$ cat src/rtl/hdpldadapt_cmn_occ_pulse_ctrl_if.sv
// Bundle of the OCC pulse controller's control inputs and gate/status outputs.
//   scan_enable, occ_enable, atpg_mode, burst_cnt : driven by the test/control side
//   occ_user_clken, occ_busy, occ_done, occ_abort : driven by the controller
// master = driver of the control inputs, slave = the controller itself.
interface hdpldadapt_cmn_occ_pulse_ctrl_if #(
    parameter int CNT_W = 2
);
    logic             scan_enable;
    logic             occ_enable;
    logic             atpg_mode;
    logic [CNT_W-1:0] burst_cnt;
    logic             occ_user_clken;
    logic             occ_busy;
    logic             occ_done;
    logic             occ_abort;

    modport master (
        output scan_enable, occ_enable, atpg_mode, burst_cnt,
        input  occ_user_clken, occ_busy, occ_done, occ_abort
    );

    modport slave (
        input  scan_enable, occ_enable, atpg_mode, burst_cnt,
        output occ_user_clken, occ_busy, occ_done, occ_abort
    );
endinterface

$ cat src/rtl/hdpldadapt_cmn_occ_pulse_ctrl.sv
// User-clock OCC pulse controller. Watches scan_enable (synchronized into clk),
// and on a shift->capture transition waits SETTLE_CYC cycles, then opens the
// user-clock gate for exactly burst_cnt+1 cycles. Functional mode holds the gate open.
// Ports:
//   clk    : user clock
//   rst_n  : asynchronous active-low reset
//   occ    : slave side of the control/status interface
//            in : scan_enable (async), occ_enable, atpg_mode, burst_cnt
//            out: occ_user_clken, occ_busy, occ_done, occ_abort (all registered)
module hdpldadapt_cmn_occ_pulse_ctrl #(
    parameter int SYNC_STAGES = 2,
    parameter int SETTLE_CYC  = 4,
    parameter int CNT_W       = 2
) (
    input  logic                            clk,
    input  logic                            rst_n,
    hdpldadapt_cmn_occ_pulse_ctrl_if.slave  occ
);

    typedef enum logic [2:0] {
        S_IDLE,
        S_ARMED,
        S_SETTLE,
        S_PULSE,
        S_DONE
    } state_t;

    localparam logic [3:0] SETTLE_INIT = 4'(SETTLE_CYC - 1);

    logic [SYNC_STAGES-1:0] se_sync;
    logic                   se_s;

    state_t           state_q, state_d;
    logic [3:0]       settle_q, settle_d;
    logic [CNT_W-1:0] pulse_q, pulse_d;
    logic             clken_q, clken_d;
    logic             busy_q, busy_d;
    logic             done_q, done_d;
    logic             abort_q, abort_d;

    // scan_enable crosses from the test-clock domain; only the last stage is used.
    always_ff @(posedge clk or negedge rst_n) begin
        if (!rst_n) se_sync <= '0;
        else        se_sync <= {se_sync[SYNC_STAGES-2:0], occ.scan_enable};
    end

    assign se_s = se_sync[SYNC_STAGES-1];

    always_ff @(posedge clk or negedge rst_n) begin
        if (!rst_n) begin
            state_q  <= S_IDLE;
            settle_q <= '0;
            pulse_q  <= '0;
            clken_q  <= 1'b1;
            busy_q   <= 1'b0;
            done_q   <= 1'b0;
            abort_q  <= 1'b0;
        end else begin
            state_q  <= state_d;
            settle_q <= settle_d;
            pulse_q  <= pulse_d;
            clken_q  <= clken_d;
            busy_q   <= busy_d;
            done_q   <= done_d;
            abort_q  <= abort_d;
        end
    end

    always_comb begin
        state_d  = state_q;
        settle_d = settle_q;
        pulse_d  = pulse_q;
        abort_d  = 1'b0;
        clken_d  = 1'b0;

        if (!occ.atpg_mode) begin
            // Functional passthrough: gate open, FSM parked.
            state_d = S_IDLE;
            clken_d = 1'b1;
        end else if (!occ.occ_enable) begin
            // Test clock owns capture; user clock blocked.
            state_d = S_IDLE;
            clken_d = 1'b0;
        end else begin
            case (state_q)
                S_IDLE: begin
                    // A fall only counts after shift has been observed.
                    if (se_s) state_d = S_ARMED;
                end
                S_ARMED: begin
                    if (!se_s) begin
                        state_d  = S_SETTLE;
                        settle_d = SETTLE_INIT;
                    end
                end
                S_SETTLE: begin
                    // Abort has priority over terminal count.
                    if (se_s) begin
                        state_d = S_ARMED;
                        abort_d = 1'b1;
                    end else if (settle_q == 4'd0) begin
                        state_d = S_PULSE;
                        pulse_d = occ.burst_cnt;
                    end else begin
                        settle_d = settle_q - 4'd1;
                    end
                end
                S_PULSE: begin
                    if (se_s) begin
                        state_d = S_ARMED;
                        abort_d = 1'b1;
                    end else if (pulse_q == '0) begin
                        state_d = S_DONE;
                    end else begin
                        pulse_d = pulse_q - CNT_W'(1);
                    end
                end
                S_DONE: begin
                    if (se_s) state_d = S_ARMED;
                end
                default: state_d = S_IDLE;
            endcase
            // Registered enable tracks the state being entered.
            clken_d = (state_d == S_PULSE);
        end
    end

    assign busy_d = (state_d == S_SETTLE) || (state_d == S_PULSE);
    assign done_d = (state_d == S_DONE);

    assign occ.occ_user_clken = clken_q;
    assign occ.occ_busy       = busy_q;
    assign occ.occ_done       = done_q;
    assign occ.occ_abort      = abort_q;

endmodule

$ cat src/flat_wrapper.sv
// flat-port wrapper written by rule: the top's interface ports become plain ports
module hdpldadapt_cmn_occ_pulse_ctrl_flat 
#(
    parameter int SYNC_STAGES = 2,
    parameter int SETTLE_CYC  = 4,
    parameter int CNT_W       = 2
)
  (clk, rst_n, occ_scan_enable, occ_occ_enable, occ_atpg_mode, occ_burst_cnt, occ_occ_user_clken, occ_occ_busy, occ_occ_done, occ_occ_abort);
  hdpldadapt_cmn_occ_pulse_ctrl_if #(.CNT_W(CNT_W)) occ_i ();
  input  logic clk;
  input  logic rst_n;
  input wire logic [$bits(occ_i.scan_enable)-1:0] occ_scan_enable;
  input wire logic [$bits(occ_i.occ_enable)-1:0] occ_occ_enable;
  input wire logic [$bits(occ_i.atpg_mode)-1:0] occ_atpg_mode;
  input wire logic [$bits(occ_i.burst_cnt)-1:0] occ_burst_cnt;
  output wire logic [$bits(occ_i.occ_user_clken)-1:0] occ_occ_user_clken;
  output wire logic [$bits(occ_i.occ_busy)-1:0] occ_occ_busy;
  output wire logic [$bits(occ_i.occ_done)-1:0] occ_occ_done;
  output wire logic [$bits(occ_i.occ_abort)-1:0] occ_occ_abort;
  assign occ_i.scan_enable = occ_scan_enable;
  assign occ_i.occ_enable = occ_occ_enable;
  assign occ_i.atpg_mode = occ_atpg_mode;
  assign occ_i.burst_cnt = occ_burst_cnt;
  assign occ_occ_user_clken = occ_i.occ_user_clken;
  assign occ_occ_busy = occ_i.occ_busy;
  assign occ_occ_done = occ_i.occ_done;
  assign occ_occ_abort = occ_i.occ_abort;
  hdpldadapt_cmn_occ_pulse_ctrl #(.SYNC_STAGES(SYNC_STAGES), .SETTLE_CYC(SETTLE_CYC), .CNT_W(CNT_W)) u_core (.clk(clk), .rst_n(rst_n), .occ(occ_i));
endmodule
$ cat config.mk
export PLATFORM = sky130hd
export DESIGN_NAME = hdpldadapt_cmn_occ_pulse_ctrl_flat
export DESIGN_NICKNAME = d
export VERILOG_FILES = /design/src/rtl/hdpldadapt_cmn_occ_pulse_ctrl_if.sv /design/src/rtl/hdpldadapt_cmn_occ_pulse_ctrl.sv /design/src/flat_wrapper.sv
export SDC_FILE = /design/constraint.sdc
export NUM_CORES = 1
export LEC_CHECK = 0
export ABC_AREA = 1
export CAP_MARGIN = 20
export CORE_UTILIZATION = 52
export DETAILED_ROUTE_END_ITERATION = 10
export GPL_ROUTABILITY_DRIVEN = 0
export HOLD_SLACK_MARGIN = 0.02
export PLACE_DENSITY = 0.84
export SKIP_LAST_GASP = 1
export SLEW_MARGIN = 0
export SYNTH_ARGS = -nofsm -noshare
export SYNTH_HDL_FRONTEND = slang
export SYNTH_SLANG_ARGS = --single-unit
$ cat constraint.sdc
create_clock -name clk -period 1.6 [get_ports clk]
set_input_delay 0.4 -clock clk [delete_from_list [all_inputs] [get_ports clk]]
set_output_delay 0.4 -clock clk [all_outputs]
set_load 0.1 [all_outputs]
-- Word level (Yosys, flattened, before mapping)
Index checks and enable logic that the tools add are counted.
- flip-flop bits (word level): 15
- output and inout port bits: 4
- word-level logic and storage cells: 60
- add/sub/neg operators: 2
- equal/unequal tests: 14
- muxes and demuxes: 26
- reduce and logical (&&, ||, !) cells: 10
- operator list (cell ; number):
    $mux W3 ; 10
    $eq A3 B2 Y1 const B ; 5
    $mux W4 ; 3
    $pmux W3 S4 ; 1
    $ne A2 B2 Y1 const B ; 5
    $mux W2 ; 4
    $pmux W4 S2 ; 1
    $reduce_and A7 Y1 ; 1
    $eq A3 B3 Y1 const B ; 2
    $mux W1 ; 6
    $reduce_and A6 Y1 ; 1
    $logic_not A4 Y1 ; 1
    $pmux W2 S2 ; 1
    $reduce_bool A2 Y1 ; 2
    $reduce_or A2 Y1 ; 2
    $sub A4 B1 Y4 const B ; 1
    $eq A3 B1 Y1 const B ; 1
    $logic_not A3 Y1 ; 1
    $logic_not A2 Y1 ; 1
    $ne A2 B1 Y1 const B ; 1
    $sub A2 B1 Y2 const B ; 1
    $logic_or A1 B1 Y1 ; 1

-- Logic depth before layout (Yosys ltp)
- depth in word-level cells: 10
- gate-level depth with buffers: 8
- gate-level depth less buffers: 8

-- Worst setup path before layout
No wires, ideal clock.
- kind: register to output
- start point: register u_core.abort_q, in the netlist u_core.occ.occ_abort
- end point: output port occ_occ_abort
- arrival time: 0.883 ns
- data required time: 1.200 ns
- path slack: 0.317 ns
- stages on the path, launching flop included: 1
- path through: dfrtp_1
- RTL lines (what ; RTL line ; source):
    from (decl) ; hdpldadapt_cmn_occ_pulse_ctrl.sv:39 ; logic abort_q, abort_d;
    from (signal assigned) ; hdpldadapt_cmn_occ_pulse_ctrl.sv:65 ; abort_q <= abort_d;
    to (decl) ; flat_wrapper.sv:19 ; output wire logic [$bits(occ_i.occ_abort)-1:0] occ_occ_abort;
No word-level cell between the ends.

-- Worst setup path after layout
- start point: register u_core.clken_q, in the netlist u_core.occ.occ_user_clken
- end point: output port occ_occ_user_clken
- RTL lines (what ; RTL line ; source):
    from (decl) ; hdpldadapt_cmn_occ_pulse_ctrl.sv:36 ; logic clken_q, clken_d;
    from (signal assigned) ; hdpldadapt_cmn_occ_pulse_ctrl.sv:62 ; clken_q <= clken_d;
    to (decl) ; flat_wrapper.sv:16 ; output wire logic [$bits(occ_i.occ_user_clken)-1:0] occ_occ_user_clken;
No word-level cell between the ends.

==> results by group <==
Global routing
  • Initial antenna violation count: 0
  • Largest net degree at the start of global routing: 11
  • First-pass GRT wire length: 2.684 mm
  • Overflow after GRT: 0
  • Gr usage total: 20.99%
  • Vias in the first global route: 667

Layout
  • Area growth syn-to-layout: 25.69%
  • Nets: 126
  • Most frequent cells in the layout: nand2_1, dfrtp_1, nand3_1
  • Layout cell share with drive strength beyond 1: 23.48%
  • ANT cells: 0
  • Filler instances: 106
  • Fin area: 0.001022 mm^2
  • Most common cell after layout, fill and taps aside: nand2_1

Clock network
  • CTS tree: yes
  • Clock-pin transition on the worst setup and hold timing paths: 0.08 ns
  • H-Tree Level Count: 1
  • Max Buffers Root-to-Sink: 2
  • Clock sink count: 15
  • CTS Buf Count: 3
  • Clock root cell: clkbuf_4
  • Post-CTS setup buffers: 0
  • Post-CTS sizing: 0
  • Hold-fix buffer count after cts: 0
  • Clk Latency, worst-skew pair: 0.28 ns

Synthesis
  • Yosys warns: 0
  • Mapped Cells: 98
  • FF+latch count, synth: 15
  • Seq/Total Area, Yosys: 46.31%
  • Mapped Area: 813.3 um^2
  • Syn Nets: 108
  • Syn_area_per_cell: 8.299 um^2
  • Yosys cell types: 21

Timing
  • Unrepaired setup endpoints after global routing: false
  • Period minus WS final: 1.404 ns
  • Achievable Freq: 712.3 MHz
  • Worst clock skew: 0.002993 ns
  • Slew @ Worst Pin: 0.2789 ns
  • Worst slew margin: 81.41%
  • Hold Violations, Final: 0
  • Setup TNS: 0 ns
  • Setup-failing EPs final: 0
  • Final worst-path cycle share: 87.74%
  • Final Slew Violations: 0

Detailed routing
  • Routed wire per std cell: 11.81 um
  • Vias: 672
  • DRT Wirelength: 1.535 mm
  • Iteration-0 DRC count of the detailed router: 21
  • DRC: 0
  • Vias per cell: 5.169
  • DRT Pass-1 Iters: 4
  • ANT nets after route: 0

Power
  • Power Dens Cells: 793.2 mW/mm^2
  • Maximum VDD drop: 0.8867 mV
  • Static leakage: 0.5211 nW

Flow run
  • Max Cap Violations: 0

Worst setup path
  • Crit path buf inv count: 1
  • FF-to-FF setup slack: 0.28 ns
  • CP Max Fanout: 1
  • Crit path launch: u_core.occ.occ_user_clken
  • RR Endpoint: u_core.settle_q[0]
  • CP Data Required Time: 1.20 ns
  • Crit. End Element: primary output
  • Crit path arrival time: 1.00 ns
  • Crit-path cells: buf_12
  • Max stage delay on crit path: 0.55 ns
  • CP delay by family, top: flip-flops
  • CP max-delay cell: dfstp_2
  • Critical Path Start Type: register
  • Worst r2r path cells: 8
  • WS Path Type: register to primary output
  • Critical Path Sink: occ_occ_user_clken
  • Worst path depth: 1
  • Start of the worst register-to-register path: u_core.settle_q[0]

Placed design
  • IO buf count: 10
  • DP HPWL: 1.263 mm
  • Placed Area: 994.7 um^2

Run status
  • Outcome: finished clean

Floorplanning
  • Area of the die: 0.001726 mm^2
  • Core box area: 0.001383 mm^2
  • Die X: 41.55 um
  • Initial Util: 58.82%
  • FP Rows: 13
  • Die height: 41.55 um
  • Num ports: 11

Hold path
  • Worst min path class: input pin to async pin
## per-stage QoR
step	utilization [%]	hold WS, ns	power, W	cells	setup slack, ns
3_3_place_gp	71.95	0.3345	0.0006000	126	0.04635
2_1_floorplan	-	0.1044	0.0005463	98	0.3167
5_1_grt	73.94	0.3394	0.0008648	130	0.1606
3_5_place_dp	71.95	0.3413	0.0006107	126	0.009331
4_1_cts	73.94	0.3380	0.0008210	130	0.1828
6_report	73.94	0.3382	0.0008108	130	0.1961
## routing by layer
layer	part of all wire, %	up-vias	GRT usage (%)
li1	-	342	-
met1	44	309	23.36
met2	50	16	37.19
met3	5.0	5	7.826
met4	1.4	0	5.806
met5	0	-	0
## final cells by class
class / instances / area [um^2] / share of cell area [%]
clock buffer: 3 / 22.52 / 2.203
clock inverter: 1 / 5.005 / 0.4896
inverter: 13 / 48.80 / 4.774
multi-input combinational: 70 / 387.9 / 37.94
sequential: 15 / 376.6 / 36.84
tap: 15 / 18.77 / 1.836
timing repair buffer: 13 / 162.7 / 15.91
## synth_stat cells (all sizes together)
master	n	area, um^2
a21oi	1	5.000
dfrtp	14	350.3
nor3b	2	15.01
nor2	10	66.31
ha	3	37.54
xnor2	1	8.760
and3	2	12.51
o21ai	3	15.01
nand3	13	77.58
inv	13	48.80
dfstp	1	26.28
nor3	1	5.000
nand2	34	145.1
## power by group
group	total, W	switching [W]	internal [W]
sequential	0.000421	0.0000195	0.000401
combinational	0.000181	0.000103	0.0000781
clock	0.000209	0.000116	0.0000930
total	0.000811	0.000239	0.000572
## state kept, by name (all words and copies together), names as in the netlist
name and flops:
u_core.pulse_q 2, u_core.occ.occ_abort 1, u_core.state_q 3, u_core.settle_q 4, u_core.occ.occ_done 1, u_core.se_sync 2, u_core.occ.occ_user_clken 1, u_core.occ.occ_busy 1
## worst min path at each step
stage | depth (start not counted) | end | slack, ns | startpoint
2_1_floorplan | 0 | u_core.occ.occ_abort | 0.10 | rst_n
6_report | 1 | u_core.occ.occ_abort | 0.34 | rst_n
4_1_cts | 1 | u_core.occ.occ_abort | 0.34 | rst_n
3_3_place_gp | 0 | u_core.se_sync[1] | 0.33 | u_core.se_sync[0]
3_5_place_dp | 0 | u_core.se_sync[1] | 0.34 | u_core.se_sync[0]
5_1_grt | 1 | u_core.occ.occ_abort | 0.34 | rst_n
## kinds of logic after synthesis
| kind of cell | Yosys count | share of synthesized area (%) |
|---|---|---|
| AND/OR/NAND/NOR | 62 | 39.54 |
| flip-flops | 15 | 46.31 |
| buffers and inverters | 13 | 6.000 |
| AO/OA/AOI/OAI | 4 | 2.460 |
| adder cells (fa/ha/maj) | 3 | 4.616 |
| XOR/XNOR | 1 | 1.077 |
No activity file was read; power rests on OpenSTA's default activity.
==> RTL edit 1: new RTL, same flow settings <==
Re-encode `state_t` (5 states) as one-hot, 5 bits wide.
--- a/src/rtl/hdpldadapt_cmn_occ_pulse_ctrl.sv
+++ b/src/rtl/hdpldadapt_cmn_occ_pulse_ctrl.sv
@@ -19,8 +19,8 @@
 
-    typedef enum logic [2:0] {
-        S_IDLE,
-        S_ARMED,
-        S_SETTLE,
-        S_PULSE,
-        S_DONE
+    typedef enum logic [4:0] {
+        S_IDLE   = 5'b00001,
+        S_ARMED  = 5'b00010,
+        S_SETTLE = 5'b00100,
+        S_PULSE  = 5'b01000,
+        S_DONE   = 5'b10000
     } state_t;
Formal check against the unedited RTL: same outputs for any inputs over 10 cycles, from zero or initial values and one cycle with rst_n low; not proved beyond that.
==> RTL edit 1 against the original RTL <==
Final area rose by 14%. Sequential cell count rose by 2. Worst setup slack got worse by 16 ps. Maximum frequency fell by 1.1%. Area after synthesis rose by 18%. Cell count rose by 28%. Hold slack improved by 24 ps. Wire length rose by 18%. Total power fell by 4.9%. Global-route usage rose by 0.94 points. Critical path type unchanged.
==> RTL edit 1: results (changes against the original RTL) <==
Synth
  – Average size of a mapped cell: 7.57 sq um (was 8.30 sq um)
  – Top cells by area, synth: dfrtp_1 39%, nand2_1 12%, nor2_1 7.4% (was dfrtp_1 43%, nand2_1 13%, nand3_1 7.4%)
  – Synth Warn #: 0 (unchanged)
  – Commonest cells in the netlist: 30 x nand2_1, 19 x nor2_1, 15 x dfrtp_1, 15 x inv_1, 11 x nand3_1 (was 29 x nand2_1, 14 x dfrtp_1, 12 x nand3_1)
  – Sequential area share after synthesis: 44.5% (was 46.3%)

STA
  – Hold WS: 362 ps (was 338 ps)
  – Worst slew margin: 80.1% (was 81.4%)
  – Worst setup margin: 180 ps (was 196 ps)
  – Endpoints failing setup: 0 (unchanged)
  – Final Skew: 6.84 ps (was 2.99 ps)

GRT
  – Total GRT Usage: 21.9% (was 21.0%)
  – Global-route wire length before repair: 3140 microns (was 2680 microns)
  – Largest net degree at the start of global routing: 18 (was 11)
  – Vias in the first global route: 790 (was 667)

Layout
  – Cell Count, Final, Fillers Out: 167 (was 130)
  – Proportion of layout cells with a drive suffix above 1: 18.3% (was 23.5%)
  – Largest regs: u_core.state_q: 5 flops, u_core.settle_q: 4 flops (was u_core.settle_q: 4 flops, u_core.state_q: 3 flops)
  – Nets@finish: 153 (was 126)

Routing
  – DR vias: 848 (was 672)
  – Initial drt markers: 33 (was 21)
  – Routed Wire Length: 1810 microns (was 1540 microns)

Place
  – Pre-CTS setup slack: -40.3 ps (was 9.33 ps)
  – Detailed-placement wirelength estimate: 1510 microns (was 1260 microns)
  – Dpl cells: 163 (was 126)

Clock network
  – Worst-path clk slew: 90 ps
  – Clock root buffer: clkbuf_4 (unchanged)

Status
  – Status: completed (unchanged)

Min path
  – Worst Hold Depth: 0
  – Hold Path Class: reg -> reg (was in -> async)

Power
  – LEAKAGE: 0.551 nW (was 0.521 nW)

Setup path
  – Reg2reg setup slack: 200 ps (was 280 ps)
  – R2R cell count: 8 (unchanged)
  – Arr. time, crit path: 1020 ps (was 1000 ps)
==> RTL edit 1: cell types whose count changed in the layout (fill, tap and decap cells not counted), sizes merged, moves of 3 or more <==
| cell | delta |
|---|---|
| nand4 | +5 |
| inv | +6 |
| nor2 | +15 |
| a21oi | +3 |
==> RTL edit 1: cells by family (layout without fill, tap and decap cells) <==
group           after synthesis  count (layout)  share of synthesized area, %
fa+ha+maj                     3               3                          3.91
xor+xnor                      1               1                         0.912
compound gates                9               9                          5.08
buf+inv                      20              35                          7.81
flops                        17              17                          44.5
simple gates                 77              77                          37.8
==> RTL edit 1: through the flow <==
stage / total power [mW] / setup TNS (ps)
2_1_floorplan: 0.517 / 0
3_3_place_gp: 0.559 / 0
3_5_place_dp: 0.562 / -49.9
4_1_cts: 0.778 / 0
5_1_grt: 0.814 / 0
6_report: 0.771 / 0
==> RTL edit 1: layout make-up <==
cell class | count | area [sq um]
clock buffers | 4 | 26.3
fillers | 152 | 561
well taps | 25 | 31.3
multi-input cells | 90 | 458
inverters | 20 | 75.1
flip-flops and latches | 17 | 428
repair buffers | 11 | 148
==> RTL edit 1: per-layer routing <==
metal  routed length, microns  vias to the layer above  track usage (%)
met3                       59                        8             2.40
met2                      878                       22             35.9
met5                        0                        -                0
li1                         -                      429                -
met1                      798                      389             27.8
met4                       70                        0             13.3
==> RTL edit 1: power breakdown <==
part	total (mW)	switching, mW	internal (mW)	leakage, nW
registers	0.450	0.00850	0.441	0.215
logic	0.103	0.0643	0.0388	0.321
clock network	0.218	0.121	0.0968	0.0150
==> RTL edit 1: worst paths after layout <==
check,from,endpoint
setup / recovery,u_core.occ.occ_user_clken,occ_occ_user_clken
hold / removal,u_core.se_sync[0],u_core.se_sync[1]
setup reg to reg,u_core.state_q[4],u_core.settle_q[3]
hold reg to reg,u_core.se_sync[0],u_core.se_sync[1]
max in group asynchronous,rst_n,u_core.state_q[0]
min in group asynchronous,rst_n,u_core.state_q[3]
==> RTL edit 2: new RTL, same flow settings <==
Made on the original files. `SYNC_STAGES` is set to 2 in 2 places; all go to 4.
--- a/src/rtl/hdpldadapt_cmn_occ_pulse_ctrl.sv
+++ b/src/rtl/hdpldadapt_cmn_occ_pulse_ctrl.sv
@@ -10,3 +10,3 @@
 module hdpldadapt_cmn_occ_pulse_ctrl #(
-    parameter int SYNC_STAGES = 2,
+    parameter int SYNC_STAGES = 4,
     parameter int SETTLE_CYC  = 4,
--- a/src/flat_wrapper.sv
+++ b/src/flat_wrapper.sv
@@ -3,3 +3,3 @@
 #(
-    parameter int SYNC_STAGES = 2,
+    parameter int SYNC_STAGES = 4,
     parameter int SETTLE_CYC  = 4,
Formal check against the unedited RTL: not equivalent (Yosys sat finds a counterexample within 10 cycles, from zero or initial values and one cycle with rst_n low).
==> RTL edit 2 against the original RTL <==
Final area grew 4.3%. Synthesized cell count grew 2.0%. Worst setup slack lost 20 ps. Sequential cell count grew 2. Total power grew 8.6%. Sequential share of layout area grew 3.2 points. Wire length grew 11%. Sequential power grew 13%. Area after synthesis grew 6.2%. Largest power group unchanged. Highest routed layer unchanged.
==> RTL edit 2: results (changes against the original RTL) <==
Routing
  – Routed Wire Length: 1700 microns (was 1540 microns)
  – Initial drt markers: 8 (was 21)
  – Met2 wire length: 904 microns (was 765 microns)
  – Top layer in use: met4 (unchanged)
  – Vias/cell: 5.30 (was 5.17)
  – Wl on met1: 687 microns (was 670 microns)
  – Met3 wire length: 44 microns (was 77 microns)

Synth
  – Synth cell types: 21 (unchanged)
  – Async S/R FF share, synth: 100% (unchanged)
  – Average size of a mapped cell: 8.63 sq um (was 8.30 sq um)
  – Top cells by area, synth: dfrtp_1 46%, nand2_1 13%, nand3_1 7.0% (was dfrtp_1 43%, nand2_1 13%, nand3_1 7.4%)
  – Sequential area share after synthesis: 49.4% (was 46.3%)
  – Syn Nets: 110 (was 108)
  – Commonest cells in the netlist: 29 x nand2_1, 16 x dfrtp_1, 12 x nand3_1 (was 29 x nand2_1, 14 x dfrtp_1, 12 x nand3_1)

Setup path
  – Reg2reg setup slack: 290 ps
  – Arr. time, crit path: 1020 ps (was 1000 ps)
  – FF-to-FF End: u_core.state_q[0] (was u_core.settle_q[0])
  – Worst setup path start: u_core.occ.occ_user_clken (unchanged)
  – Crit path max-delay family: flip-flops (unchanged)
  – R2R cell count: 8 (unchanged)

STA
  – Final Critical Period: 1420 ps (was 1400 ps)
  – Final Skew: 1.56 ps (was 2.99 ps)
  – Worst slew margin: 81.9% (was 81.4%)
  – Hold WS: 307 ps (was 338 ps)

Layout
  – Non-Filler Cell Area, Final: 0.00107 sq mm (was 0.00102 sq mm)
  – Cell Count, Final, Fillers Out: 132 (was 130)
  – Proportion of layout cells with a drive suffix above 1: 22.4% (was 23.5%)
  – Largest regs: u_core.se_sync: 4 flops, u_core.settle_q: 4 flops, u_core.state_q: 3 flops (was u_core.settle_q: 4 flops, u_core.state_q: 3 flops)

Power
  – LEAKAGE: 0.540 nW (was 0.521 nW)
  – Max VDD drop: 602 uV (was 887 uV)

GRT
  – Total GRT Usage: 23.7% (was 21.0%)
  – Initial antenna violation count: 0 (unchanged)
  – Largest net degree at the start of global routing: 14 (was 11)
  – Global-route wire length before repair: 3090 microns (was 2680 microns)
  – Vias in the first global route: 722 (was 667)

Place
  – Detailed-placement wirelength estimate: 1380 microns (was 1260 microns)
  – Placed cell area: 0.00104 sq mm (was 995 sq um)
  – Dpl cells: 128 (was 126)
  – Pre-CTS setup slack: -39.3 ps (was 9.33 ps)

Clock network
  – Number of CTS-inserted buffers: 3 (unchanged)
  – Worst skew pair latency: 290 ps

Min path
  – Hold Path Class: in -> async (unchanged)

Status
  – Status: completed (unchanged)
-- RTL edit 2: cell type report --
class | instances | area, sq um
Clock buffer | 3 | 22.5
Clock inverter | 1 | 5.00
Fill cell | 119 | 458
Inverter | 13 | 48.8
Multi-Input combinational cell | 70 | 388
Sequential cell | 17 | 427
Tap cell | 16 | 20.0
Timing Repair Buffer | 12 | 155
-- RTL edit 2: kinds of logic after synthesis --
group	after synthesis	synth area share (%)
simple gates	62	37.2
flops	17	49.4
buf+inv	13	5.65
compound gates	4	2.32
fa+ha+maj	3	4.35
xor+xnor	1	1.01
-- RTL edit 2: metal layers --
layer	up-vias	GRT usage [%]
met2	13	40.3
met1	334	27.7
li1	346	-
met5	-	0
met4	0	15.6
met3	7	2.55
-- RTL edit 2: power breakdown --
group | total, mW | switching (mW) | internal [mW] | leakage, nW
clock network | 0.227 | 0.133 | 0.0932 | 0.0177
logic | 0.180 | 0.103 | 0.0768 | 0.302
registers | 0.475 | 0.0202 | 0.454 | 0.220
